==> config.mk <==
export PLATFORM = sky130hd
export DESIGN_NAME = seg7_capture
export DESIGN_NICKNAME = d
export VERILOG_FILES = /design/src/rtl/seg7_capture_pkg.sv /design/src/rtl/seg7_to_bcd.sv /design/src/rtl/seg7_capture.sv
export SDC_FILE = /design/constraint.sdc
export NUM_CORES = 1
export LEC_CHECK = 0
export CORE_MARGIN = 5
export CORE_UTILIZATION = 56
export DETAILED_ROUTE_END_ITERATION = 8
export PLACE_DENSITY = 0.79
export SYNTH_ARGS = -nofsm -noshare
export SYNTH_HDL_FRONTEND = slang
export SYNTH_SLANG_ARGS = --single-unit
==> constraint.sdc <==
create_clock -name clk -period 3 [get_ports clk]
set_input_delay 0.3 -clock clk [delete_from_list [all_inputs] [get_ports clk]]
set_output_delay 0.3 -clock clk [all_outputs]
set_load 0.005 [all_outputs]
==> src/rtl/seg7_capture_pkg.sv <==
// Shared seven-segment display definitions: segment codes for the BCD encoder
// and the capture-side decoder, plus the capture FSM state type.
package seg7_capture_pkg;

    typedef enum logic {
        ST_COLLECT = 1'b0,
        ST_HOLD    = 1'b1
    } state_t;

    // Segment patterns, bit6..0 = a..g (dp excluded)
    localparam logic [6:0] SEG_0     = 7'h7E;
    localparam logic [6:0] SEG_1     = 7'h30;
    localparam logic [6:0] SEG_2     = 7'h6D;
    localparam logic [6:0] SEG_3     = 7'h79;
    localparam logic [6:0] SEG_4     = 7'h33;
    localparam logic [6:0] SEG_5     = 7'h5B;
    localparam logic [6:0] SEG_6     = 7'h5F;
    localparam logic [6:0] SEG_7     = 7'h70;
    localparam logic [6:0] SEG_8     = 7'h7F;
    localparam logic [6:0] SEG_9     = 7'h7B;
    localparam logic [6:0] SEG_BLANK = 7'h00;

    localparam logic [3:0] BCD_ERR   = 4'hF;

    function automatic logic [6:0] bcd_to_seg(input logic [3:0] bcd);
        logic [6:0] seg;
        case (bcd)
            4'd0:    seg = SEG_0;
            4'd1:    seg = SEG_1;
            4'd2:    seg = SEG_2;
            4'd3:    seg = SEG_3;
            4'd4:    seg = SEG_4;
            4'd5:    seg = SEG_5;
            4'd6:    seg = SEG_6;
            4'd7:    seg = SEG_7;
            4'd8:    seg = SEG_8;
            4'd9:    seg = SEG_9;
            default: seg = SEG_BLANK;
        endcase
        return seg;
    endfunction

endpackage

==> src/rtl/seg7_to_bcd.sv <==
// Combinational segment-pattern to BCD lookup. Blank decodes to F without
// error; any unrecognised pattern decodes to F with err set.
module seg7_to_bcd
    import seg7_capture_pkg::*;
(
    input  logic [7:0] seg,
    output logic [3:0] code,
    output logic       err
);

    logic unused_dp;
    assign unused_dp = seg[7];

    always_comb begin
        code = BCD_ERR;
        err  = 1'b0;
        case (seg[6:0])
            SEG_0:     code = 4'd0;
            SEG_1:     code = 4'd1;
            SEG_2:     code = 4'd2;
            SEG_3:     code = 4'd3;
            SEG_4:     code = 4'd4;
            SEG_5:     code = 4'd5;
            SEG_6:     code = 4'd6;
            SEG_7:     code = 4'd7;
            SEG_8:     code = 4'd8;
            SEG_9:     code = 4'd9;
            SEG_BLANK: code = BCD_ERR;
            default:   err  = 1'b1;
        endcase
    end

endmodule

==> src/rtl/seg7_capture.sv <==
// Captures a multiplexed four-digit seven-segment display into BCD frames,
// debouncing each digit and presenting completed frames over valid/ready.
module seg7_capture
    import seg7_capture_pkg::*;
#(
    parameter int unsigned STABLE_CNT = 4
) (
    input  logic        clk,
    input  logic        rst,
    input  logic [7:0]  seg_in,
    input  logic [3:0]  dig_sel,
    output logic        out_valid,
    input  logic        out_ready,
    output logic [15:0] bcd_out,
    output logic [3:0]  dp_out,
    output logic [3:0]  err_out,
    output logic        overrun
);

    localparam logic [3:0] CNT_MAX = 4'(STABLE_CNT);

    state_t      state, state_nxt;
    logic [7:0]  seg_q;
    logic [3:0]  sel_q;
    logic [3:0]  cnt;
    logic [3:0]  mask, mask_nxt;
    logic [15:0] sh_bcd, sh_bcd_nxt;
    logic [3:0]  sh_dp, sh_dp_nxt;
    logic [3:0]  sh_err, sh_err_nxt;

    logic        sel_ok, same, capture, frame_done, handshake;
    logic        load, ovr;
    logic [3:0]  cap_mask;
    logic [3:0]  dec_code;
    logic        dec_err;

    seg7_to_bcd u_dec (
        .seg  (seg_q),
        .code (dec_code),
        .err  (dec_err)
    );

    assign sel_ok     = $onehot(dig_sel);
    assign same       = ({seg_in, dig_sel} == {seg_q, sel_q});
    assign capture    = sel_ok && same && (cnt == CNT_MAX - 4'd1);
    assign cap_mask   = capture ? sel_q : '0;
    assign mask_nxt   = mask | cap_mask;
    assign frame_done = capture && (mask_nxt == 4'hF);
    assign handshake  = out_valid && out_ready;

    // The freshly captured digit is merged here so a completing frame loads
    // the outputs in the same edge that captures its last digit.
    always_comb begin
        sh_bcd_nxt = sh_bcd;
        sh_dp_nxt  = sh_dp;
        sh_err_nxt = sh_err;
        for (int unsigned i = 0; i < 4; i++) begin
            if (cap_mask[i]) begin
                sh_bcd_nxt[4*i +: 4] = dec_code;
                sh_dp_nxt[i]         = seg_q[7];
                sh_err_nxt[i]        = dec_err;
            end
        end
    end

    always_ff @(posedge clk or posedge rst) begin
        if (rst) begin
            state <= ST_COLLECT;
        end else begin
            state <= state_nxt;
        end
    end

    always_comb begin
        state_nxt = state;
        load      = 1'b0;
        ovr       = 1'b0;
        case (state)
            ST_COLLECT: begin
                if (frame_done) begin
                    load      = 1'b1;
                    state_nxt = ST_HOLD;
                end
            end
            ST_HOLD: begin
                if (handshake) begin
                    if (frame_done) begin
                        load = 1'b1;
                    end else begin
                        state_nxt = ST_COLLECT;
                    end
                end else if (frame_done) begin
                    ovr = 1'b1;
                end
            end
        endcase
    end

    always_ff @(posedge clk or posedge rst) begin
        if (rst) begin
            seg_q     <= '0;
            sel_q     <= '0;
            cnt       <= '0;
            mask      <= '0;
            sh_bcd    <= '1;
            sh_dp     <= '0;
            sh_err    <= '0;
            out_valid <= 1'b0;
            overrun   <= 1'b0;
            bcd_out   <= '1;
            dp_out    <= '0;
            err_out   <= '0;
        end else begin
            seg_q <= seg_in;
            sel_q <= dig_sel;

            // The first sample of a new run counts as one, so a pattern
            // present for STABLE_CNT cycles is accepted.
            if (!sel_ok) begin
                cnt <= '0;
            end else if (!same) begin
                cnt <= 4'd1;
            end else if (cnt != CNT_MAX) begin
                cnt <= cnt + 4'd1;
            end

            sh_bcd <= sh_bcd_nxt;
            sh_dp  <= sh_dp_nxt;
            sh_err <= sh_err_nxt;
            mask   <= frame_done ? '0 : mask_nxt;

            if (load) begin
                bcd_out <= sh_bcd_nxt;
                dp_out  <= sh_dp_nxt;
                err_out <= sh_err_nxt;
            end

            out_valid <= (state_nxt == ST_HOLD);
            overrun   <= ovr;
        end
    end

endmodule

; Yosys cells after proc, flatten, opt, wreduce, memory -nomap -nowiden
; Cells that the tools add are included.
; W data, S select, Z words.
[totals]
reg_bits = 70
output_inout_bits = 26
word_cells = 66
[classes]
n_reduce_logical = 6
bitwise = 2
n_addsub = 4
n_eq_ne = 16
mux = 26
[ops]
columns = operator, n
row1 = $eq A7 B7 Y1 const B, 8
row2 = $pmux W4 S10, 1
row3 = $mux W4, 9
row4 = $eq A7 B6 Y1 const B, 2
row5 = $mux W1, 14
row6 = $eq A12 B12 Y1, 1
row7 = $reduce_or A11 Y1, 1
row8 = $logic_not A7 Y1, 1
row9 = $add A1 B1 Y2, 2
row10 = $add A4 B1 Y4 const B, 1
row11 = $eq A4 B2 Y1 const B, 1
row12 = $eq A4 B4 Y1 const B, 1
row13 = $logic_and A1 B1 Y1, 4
row14 = $ne A4 B3 Y1 const B, 1
row15 = $or A4 B4 Y4, 1
row16 = $pmux W1 S2, 2
row17 = $add A2 B2 Y3, 1
row18 = $eq A3 B1 Y1 const B, 1
row19 = $ne A3 B2 Y1 const B, 1
row20 = $not A1 Y1, 1

; Depth between registers and ports, before layout
[logic_depth]
word_depth = 12
depth_mapped = 12
mapped_depth_nobuf = 10

; Hierarchy
; Synthesis repeated with hierarchy kept, for this count alone.
[hier_totals]
hier_cells = 281
area_unflattened_um2 = 3457.1
[by_module_without_submodules]
columns = mod, area_each_um2, cells_each, n_inst
row1 = seg7_capture, 3191.8, 243, 1
row2 = seg7_to_bcd, 265.3, 38, 1

; Worst setup path after synthesis
; OpenSTA, ideal clock, no wires.
[synth_timing]
kind = input to register
start = input port dig_sel[0]
end = register dp_out[0]
setup_slack_ns = -0.121
required_time_ns = 2.875
n_path_buf = 2
stages = 12
arrival_ns = 2.996
path_cell_list = inv_1 -> fa_1 -> inv_1 -> ha_1 -> ha_1 -> nor3b_2 -> nand2_1 -> or4_4 -> buf_6 -> nor3_4 -> buf_6 -> mux2_4
[synth_via]
elab_chain_len = 12
word_cells_on_any_way = 14
[synth_lines]
columns = element, line
row1 = from (decl), seg7_capture.sv:11  ; input logic [3:0] dig_sel,
row2 = $add A1 B1 Y2 (implied by the code), seg7_capture.sv:43  ; assign sel_ok = $onehot(dig_sel);
row3 = $add A2 B2 Y3 (implied by the code), seg7_capture.sv:43
row4 = $eq A3 B1 Y1, seg7_capture.sv:43
row5 = $logic_and A1 B1 Y1 * (2 in series), seg7_capture.sv:45  ; assign capture = sel_ok && same && (cnt == CNT_MAX - 4'd1);
row6 = $mux W4, seg7_capture.sv:46  ; assign cap_mask = capture ? sel_q : '0;
row7 = $or A4 B4 Y4, seg7_capture.sv:47  ; assign mask_nxt = mask | cap_mask;
row8 = $eq A4 B4 Y1, seg7_capture.sv:48  ; assign frame_done = capture && (mask_nxt == 4'hF);
row9 = $logic_and A1 B1 Y1, seg7_capture.sv:48
row10 = $mux W1, "seg7_capture.sv:80, seg7_capture.sv:87"
row11 = $mux W1, seg7_capture.sv:86  ; if (handshake) begin
row12 = $pmux W1 S2, seg7_capture.sv:78  ; case (state)
row13 = to (signal assigned), seg7_capture.sv:134  ; dp_out <= sh_dp_nxt;
row14 = to (decl), seg7_capture.sv:15  ; output logic [3:0] dp_out,
; Every way passes the cells marked *; elsewhere a longest branch is shown, timed or not.
; A chain may end at the register's enable or synchronous reset.

; Final worst setup path
[layout_timing]
start = input port dig_sel[0]
end = register dp_out[1]
[layout_via]
word_cells_on_any_way = 14
[layout_rtl]
columns = element, line
row1 = $add A1 B1 Y2 (implied by the code), seg7_capture.sv:43
row2 = $add A2 B2 Y3 (implied by the code), seg7_capture.sv:43
row3 = $eq A3 B1 Y1, seg7_capture.sv:43
row4 = $logic_and A1 B1 Y1 * (2 in series), seg7_capture.sv:45
row5 = $mux W4 *, seg7_capture.sv:46
row6 = $mux W1 *, seg7_capture.sv:58  ; if (cap_mask[i]) begin
row7 = via sh_dp_nxt[1], seg7_capture.sv:28  ; logic [3:0] sh_dp, sh_dp_nxt;
; Mark *: on every way through the listed nets, which the timed path passes. The rest lies on a longest branch.

==> flow_metrics.tcl <==
set metrics [dict create \
    yosys.area_share.adder 0.0188 \
    synth_compound_area_frac 0.138 \
    min_period_ns 2.87 \
    viasPerCell 6.08 \
    num-nets-final 414 \
    max-cap-violations 0 \
    layout-drive-gt1-share 0.311 \
    fin_ws_ns 0.131 \
    routabilityCongestion 0.837 \
    drtAntennaViolNets 0 \
    hold_ws_ns 0.327 \
    yosys.area.top_type "dfrtp_1" \
    die_w_um 91.6 \
    hpwl_um 6090 \
    hold_end "sel_q[3]" \
    reg2reg_to "dp_out[1]" \
    r2r_cells 7 \
    slew_violations 0 \
    yosys.area_share.simple 0.183 \
    start_kind "input pin" \
    groute.usage.overall 0.220 \
    slew_headroom 0.276 \
    hold_violations 0 \
    seqPwrFrac 0.506 \
    leakage_nw 1.95 \
    h-tree-depth 3 \
    placementRows 29 \
    critPathKind "in -> reg" \
    wirelength_um 8720 \
    cts_made_buffers 9 \
    worst_hold_path_type "in -> reg" \
    synth_area_um2 3730 \
    crit_path_end_kind "flop" \
    swShare 0.259 \
    cp.required_ns 3.23 \
    timing.fmax_ghz 0.349 \
    grt_pass1_vias 3011 \
    final_common_cell "dfrtp_1" \
    status "completed" \
    powerDensity_nw_per_um2 417 \
    grt_max_degree 43 \
    yosys-top-cells-area "dfrtp_1, dfstp_2, nand4_1" \
    min_from "dig_sel[3]" \
    syn-num-nets 349 \
    clockRootBuffer "clkbuf_8" \
    syn_to_final_growth_pct 24.3 \
    worst_pin_slew_ns 1.08 \
    tritoncts "built" \
    crit_arrival_ns 3.10 \
    clkLatencyLatePin_ns 0.35 \
    die-area_um2 8400 \
    wl_per_cell_um 18.3 \
    io_buffers 40 \
    setup_tns_ns 0 \
    rsz0062_at_grt "false" \
    synth.avg_cell_area_um2 11.3 \
    yosysSeqAreaShare 0.480 \
    antenna_found_initial 0 \
    via_count 2893 \
    die_h_um 91.6 \
    cts_sinks 70 \
    setup_violations 0 \
    holdPathStages 2 \
    ios 41 \
    rrSetupSlack_ns 0.55 \
    synth_top_area_share 0.255 \
    synthMuxAreaShare 0.0580 \
    grt-ovfl-total 0 \
    async_reset_ff_frac 1.00 \
    drc 0 \
    grt_pass1_wl_um 14700 \
    synth_ff_type "dfrtp_1" \
    dr.pass1.iters 4 \
    synth_edf_count 0 \
    drt_iter0_drc 261 \
    p_comb_frac 0.097 \
    cts_buffer_depth 2 \
    dp_slack_ns -0.424 \
    diodes 0 \
    clk_pin_slew_ns 0.08 \
    p_switching_mw 0.502 \
    finClkSkew_ns 0.0109 \
    ir_drop_v 0.000304 \
    ys_ff_latch 70 \
    start_util 0.581 \
    syn-instance-count 329 \
    clkPwrFrac 0.397 \
    r2r_start "seg_q[6]" \
    ys_types 60 \
    crit_fanout 6 \
    core_area_um2 6420 \
    synth_xor_area_frac 0.0630 \
    final_cell_mix "dfrtp_1, clkdlybuf4s50_1, dfstp_2, buf_4, nand4_1" \
    synth_top_family_by_area "simple AND/OR/NAND/NOR gates" \
    yosys_warnings 0 \
    finalCritPeriodShare 0.956 \
    p_int_mw 1.43 \
]
[sequential cells by signal (all words and copies together) (netlist names)]
signal / count
cnt: 4
sh_err: 4
mask: 4
err_out: 4
dp_out: 4
bcd_out: 16
sh_dp: 4
out_valid: 1
overrun: 1
sel_q: 4
seg_q: 8
sh_bcd: 16
[timing repair]
item,in CTS,in global routing
hold endpoints to repair,0,0
pin swaps,4,2
setup endpoints to repair,8,11
hold buffers,0,0
gates cloned,1,0
gates resized for setup,6,0
setup buffers,4,0
[worst max-delay path by stage]
stage                     cells past startpoint  startpoint        end
after floorplan                              12  dig_sel[0]  dp_out[0]
after CTS                                    13  dig_sel[0]  dp_out[2]
after detailed placement                     12  dig_sel[0]  dp_out[3]
after global routing                         13  dig_sel[0]  dp_out[1]
final                                        13  dig_sel[0]  dp_out[1]
after global placement                       12  dig_sel[0]  dp_out[0]
[kinds of logic after synthesis]
kind of cell / Yosys count
xor+xnor: 14
buf+inv: 40
flops: 70
fa+ha+maj: 5
simple gates: 107
compound gates: 76
mux: 17
[power groups by stage]
stage | registers [mW] | logic [mW] | clock network (mW)
5_1_grt | 0.982 | 0.206 | 0.826
4_1_cts | 0.979 | 0.190 | 0.775
3_3_place_gp | 0.995 | 0.179 | 0
6_report | 0.979 | 0.188 | 0.768
3_5_place_dp | 0.996 | 0.186 | 0
2_1_floorplan | 0.981 | 0.137 | 0
[through the flow]
stage / instance area [um2] / instances / util / total power, mW
6_report: 4640 / 476 / 0.723 / 1.94
5_1_grt: 4640 / 476 / 0.723 / 2.01
4_1_cts: 4640 / 476 / 0.723 / 1.94
3_5_place_dp: 4380 / 455 / 0.683 / 1.18
3_3_place_gp: 4380 / 455 / 0.683 / 1.17
2_1_floorplan: 3750 / 329 / - / 1.12
[cell usage after synthesis, types with 5 or more instances]
cell type and number:
a21oi_1 17, a31oi_1 12, and3_1 5, buf_6 8
clkbuf_1 10, dfrtp_1 38, dfstp_2 32, inv_1 17
mux2_2 8, mux2_4 7, nand2_1 12, nand3_1 5
nand3b_1 5, nand4_1 21, nor2_1 16, nor3_1 10
o2111a_1 5, o21ai_1 11, o31ai_1 8, xnor2_1 5
xnor2_2 5
[worst max-delay path, cell delays in order]
cell and delay, ns:
dlygate4sd2_1 0.23, inv_1 0.08, fa_1 0.54, inv_1 0.05
ha_2 0.17, ha_4 0.22, nor3b_4 0.19, buf_4 0.13
buf_4 0.12, and3_1 0.19, nand4_1 0.20, mux2_1 0.40
mux2_4 0.27
[cell type report]
cell class,instances,area (um2)
clock buffers,10,128
clock inverters,6,71.3
fillers,456,1780
inverters,17,63.8
multi-input cells,219,1750
flip-flops and latches,70,1790
well taps,77,96.3
repair buffers,77,736
[per-layer routing]
metal  global-route usage  vias up  routed length (um)
li1                     -     1350                   -
met1                0.284     1396                3540
met2                0.362      116                4410
met3               0.0483       31                 512
met4               0.0892        0                 259
met5                    0        -                   0
Note: power is estimated with default switching activity, not from simulation.
==> patch: new RTL, same flow settings <==
Remove the register `overrun`: a continuous assignment takes its place, so the output `overrun` follows one clock earlier.
--- a/src/rtl/seg7_capture.sv
+++ b/src/rtl/seg7_capture.sv
@@ -106,7 +106,6 @@
             sh_dp     <= '0;
             sh_err    <= '0;
             out_valid <= 1'b0;
-            overrun   <= 1'b0;
             bcd_out   <= '1;
             dp_out    <= '0;
             err_out   <= '0;
@@ -136,9 +135,10 @@
             end
 
             out_valid <= (state_nxt == ST_HOLD);
-            overrun   <= ovr;
         end
     end
 
+    assign overrun = ovr;
+
 endmodule
 
Function: no difference found for any inputs over 10 cycles, from zero or initial values and one cycle with rst high; that may be too few to reach the edited logic, so the function may still have changed.
==> patch against the original RTL <==
  * Register-to-register slack worse by 0.03 ns
  * Critical path depth fell by 1
  * Via count shrank 1.1%
  * Design area fell by 0.54%
  * Clock skew is essentially flat
  * Synthesized area decreased by 0.67%
  * Worst hold slack got worse by 0.066 ns
  * Setup slack improved by 0.0012 ns
  * Total power is 4.6% higher
  * Sequential power shrank 1%
  * Routed wire length down 0.81%
  * Sequential cell count is 1 lower
==> patch: results (changes against the original RTL) <==
- The clock-pin slew of the registers on the worst-case setup and hold paths is 0.08 ns (about the same).
- The internal power contribution came to 1.53 mW (+6.5%).
- The post-synthesis net count is 348 (-0.29%).
- The fraction of final layout cells with drive strength greater than 1 is 0.314 (+0.00315).
- The endpoint arrival time on the critical path is 2.57 ns (-0.53 ns).
- The cell count after placement came to 451 (-0.88%).
- The actual slew at the worst max-slew pin is 0.851 ns (-0.226 ns).
- The worst-case clock buffer depth is 2 (unchanged).
- The run finished with clean final reports.
- The routability-driven placement congestion ratio was 0.910 (+8.7%).
- The pre-CTS setup slack was -0.396 ns (+0.0277 ns).
- The worst vdd rail ir drop was 0.474 mV (+56%).
- The number of DRC markers in iteration 0 came to 202 (-23%).
- The portion of total power attributed to the clock network was 0.430 (+0.033).
- The average wire per cell in the routed design is 18.3 um (about the same).
- The standard cell area after detailed placement came to 4310 um^2 (-1.7%).
- The share of synthesized area occupied by flip-flops and latches is 0.477 (-0.00351).
- The vias after detailed routing came to 2861 (-1.1%).
- The total of fill cells in the finished design is 440 (-3.5%).
- The static power due to leakage came to 1.94 nW (-0.45%).
- The path class of the tightest hold or removal check is primary input to asynchronous set/reset pin.
- The power after layout was 2.03 mW (+4.6%).
- The cell taking the most area after synthesis is sky130_fd_sc_hd__dfrtp_1.
- The initial antenna violation count is 0 (unchanged).
- The number of detailed-route iterations in the first pass came to 4 (unchanged).
- The aggregate global-route resource usage is 0.218 (-0.00194).
- Clock tree synthesis selected as its root buffer the cell sky130_fd_sc_hd__clkbuf_8.
- The peak fanout along the critical path came to 3 (-3).
- The total clock buffers created by CTS is 9 (unchanged).
- The largest clock skew in the final design is 0.0107 ns (-0.000133 ns).
- The family with the most delay on the worst path is adder cells.
- The distinct cell type count after synthesis is 60 (unchanged).
- On the worst path, the slowest cell contributes a delay of 0.53 ns.
- The first-pass GRT wire length came to 14700 um (about the same).
- The largest registers in the layout are bcd_out: 16 flops, sh_bcd: 16 flops, seg_q: 8 flops.
- The count of mapped cells out of synthesis is 328 (-0.30%).
- The clock insertion delay at the later pin of the skew report is 0.35 ns (about the same).
- The number of port buffers is 40 (unchanged).
- The antenna diode count is 0 (unchanged).
- The async set or reset register ratio after synthesis was 1.00 (unchanged).
- In the post-synthesis netlist, the biggest area contributors are sky130_fd_sc_hd__dfrtp_1, sky130_fd_sc_hd__dfstp_2, sky130_fd_sc_hd__nand4_1.
- The average vias per placed instance is 6.06 (-0.27%).
- The net total in the final layout was 410 (-0.97%).
- The maximum number of pins on one net before global-route repair came to 31 (-28%).
- The combinational group share of total power is 0.092 (-0.005).
- The critical path's slowest cell is sky130_fd_sc_hd__fa_1.
- Counting instances in the post-synthesis netlist gives the leading cell types as sky130_fd_sc_hd__dfrtp_1, sky130_fd_sc_hd__dfstp_2, sky130_fd_sc_hd__nand4_1.
- The HPWL after detailed placement is 6130 um (+0.51%).
- The total number of yosys warnings came to 0 (unchanged).
- The number of H-tree levels is 3 (unchanged).
-- patch: cell count changes after synthesis, sizes merged --
| cell | before | now |
|---|---|---|
| dfrtp | 38 | 37 |
-- patch: layout make-up --
| cell class | count | area (um^2) | share of cell area |
|---|---|---|---|
| Inverter | 17 | 63.8 | 0.0138 |
| Multi-Input combinational cell | 219 | 1770 | 0.384 |
| Sequential cell | 69 | 1770 | 0.383 |
| Timing Repair Buffer | 74 | 689 | 0.149 |
| Tap cell | 77 | 96.3 | 0.0209 |
| Clock buffer | 10 | 138 | 0.0298 |
| Clock inverter | 6 | 91.3 | 0.0198 |
-- patch: metal layers --
layer	global-route usage	routed length [um]	up-vias
li1	-	-	1355
met1	0.298	3720	1386
met2	0.346	4160	105
met3	0.0388	596	15
met4	0.0868	172	0
met5	0	0	-
-- patch: path summary, 6_finish.rpt --
| path | start | slack (ns) | cells after the start | endpoint |
|---|---|---|---|---|
| min reg2reg | sh_bcd[13] | 0.47 | 2 | sh_bcd[13] |
| min | rst | 0.26 | 2 | err_out[1] |
| max | dig_sel[3] | 0.13 | 12 | overrun |
| min in group clk | dig_sel[3] | 0.30 | 2 | sel_q[3] |
| max in group asynchronous | rst | 1.99 | 3 | sh_bcd[5] |
| max reg2reg | seg_q[6] | 0.52 | 7 | bcd_out[6] |
-- patch: kinds of logic (layout without fill, tap and decap cells) --
logic type,after synthesis,count (layout),share of synthesized area
AND/OR/NAND/NOR,107,107,0.184
AO/OA/AOI/OAI,76,76,0.139
adder cells (fa/ha/maj),5,5,0.0189
buffers and inverters,40,107,0.0591
XOR/XNOR,14,14,0.0635
multiplexers,17,17,0.0584
flip-flops,69,69,0.477
-- patch: repair_timing --
item	CTS	global route
resized for setup	10	2
cloned	1	0
pin swaps	6	5
buffers inserted	3	2
setup endpoints to repair	5	10
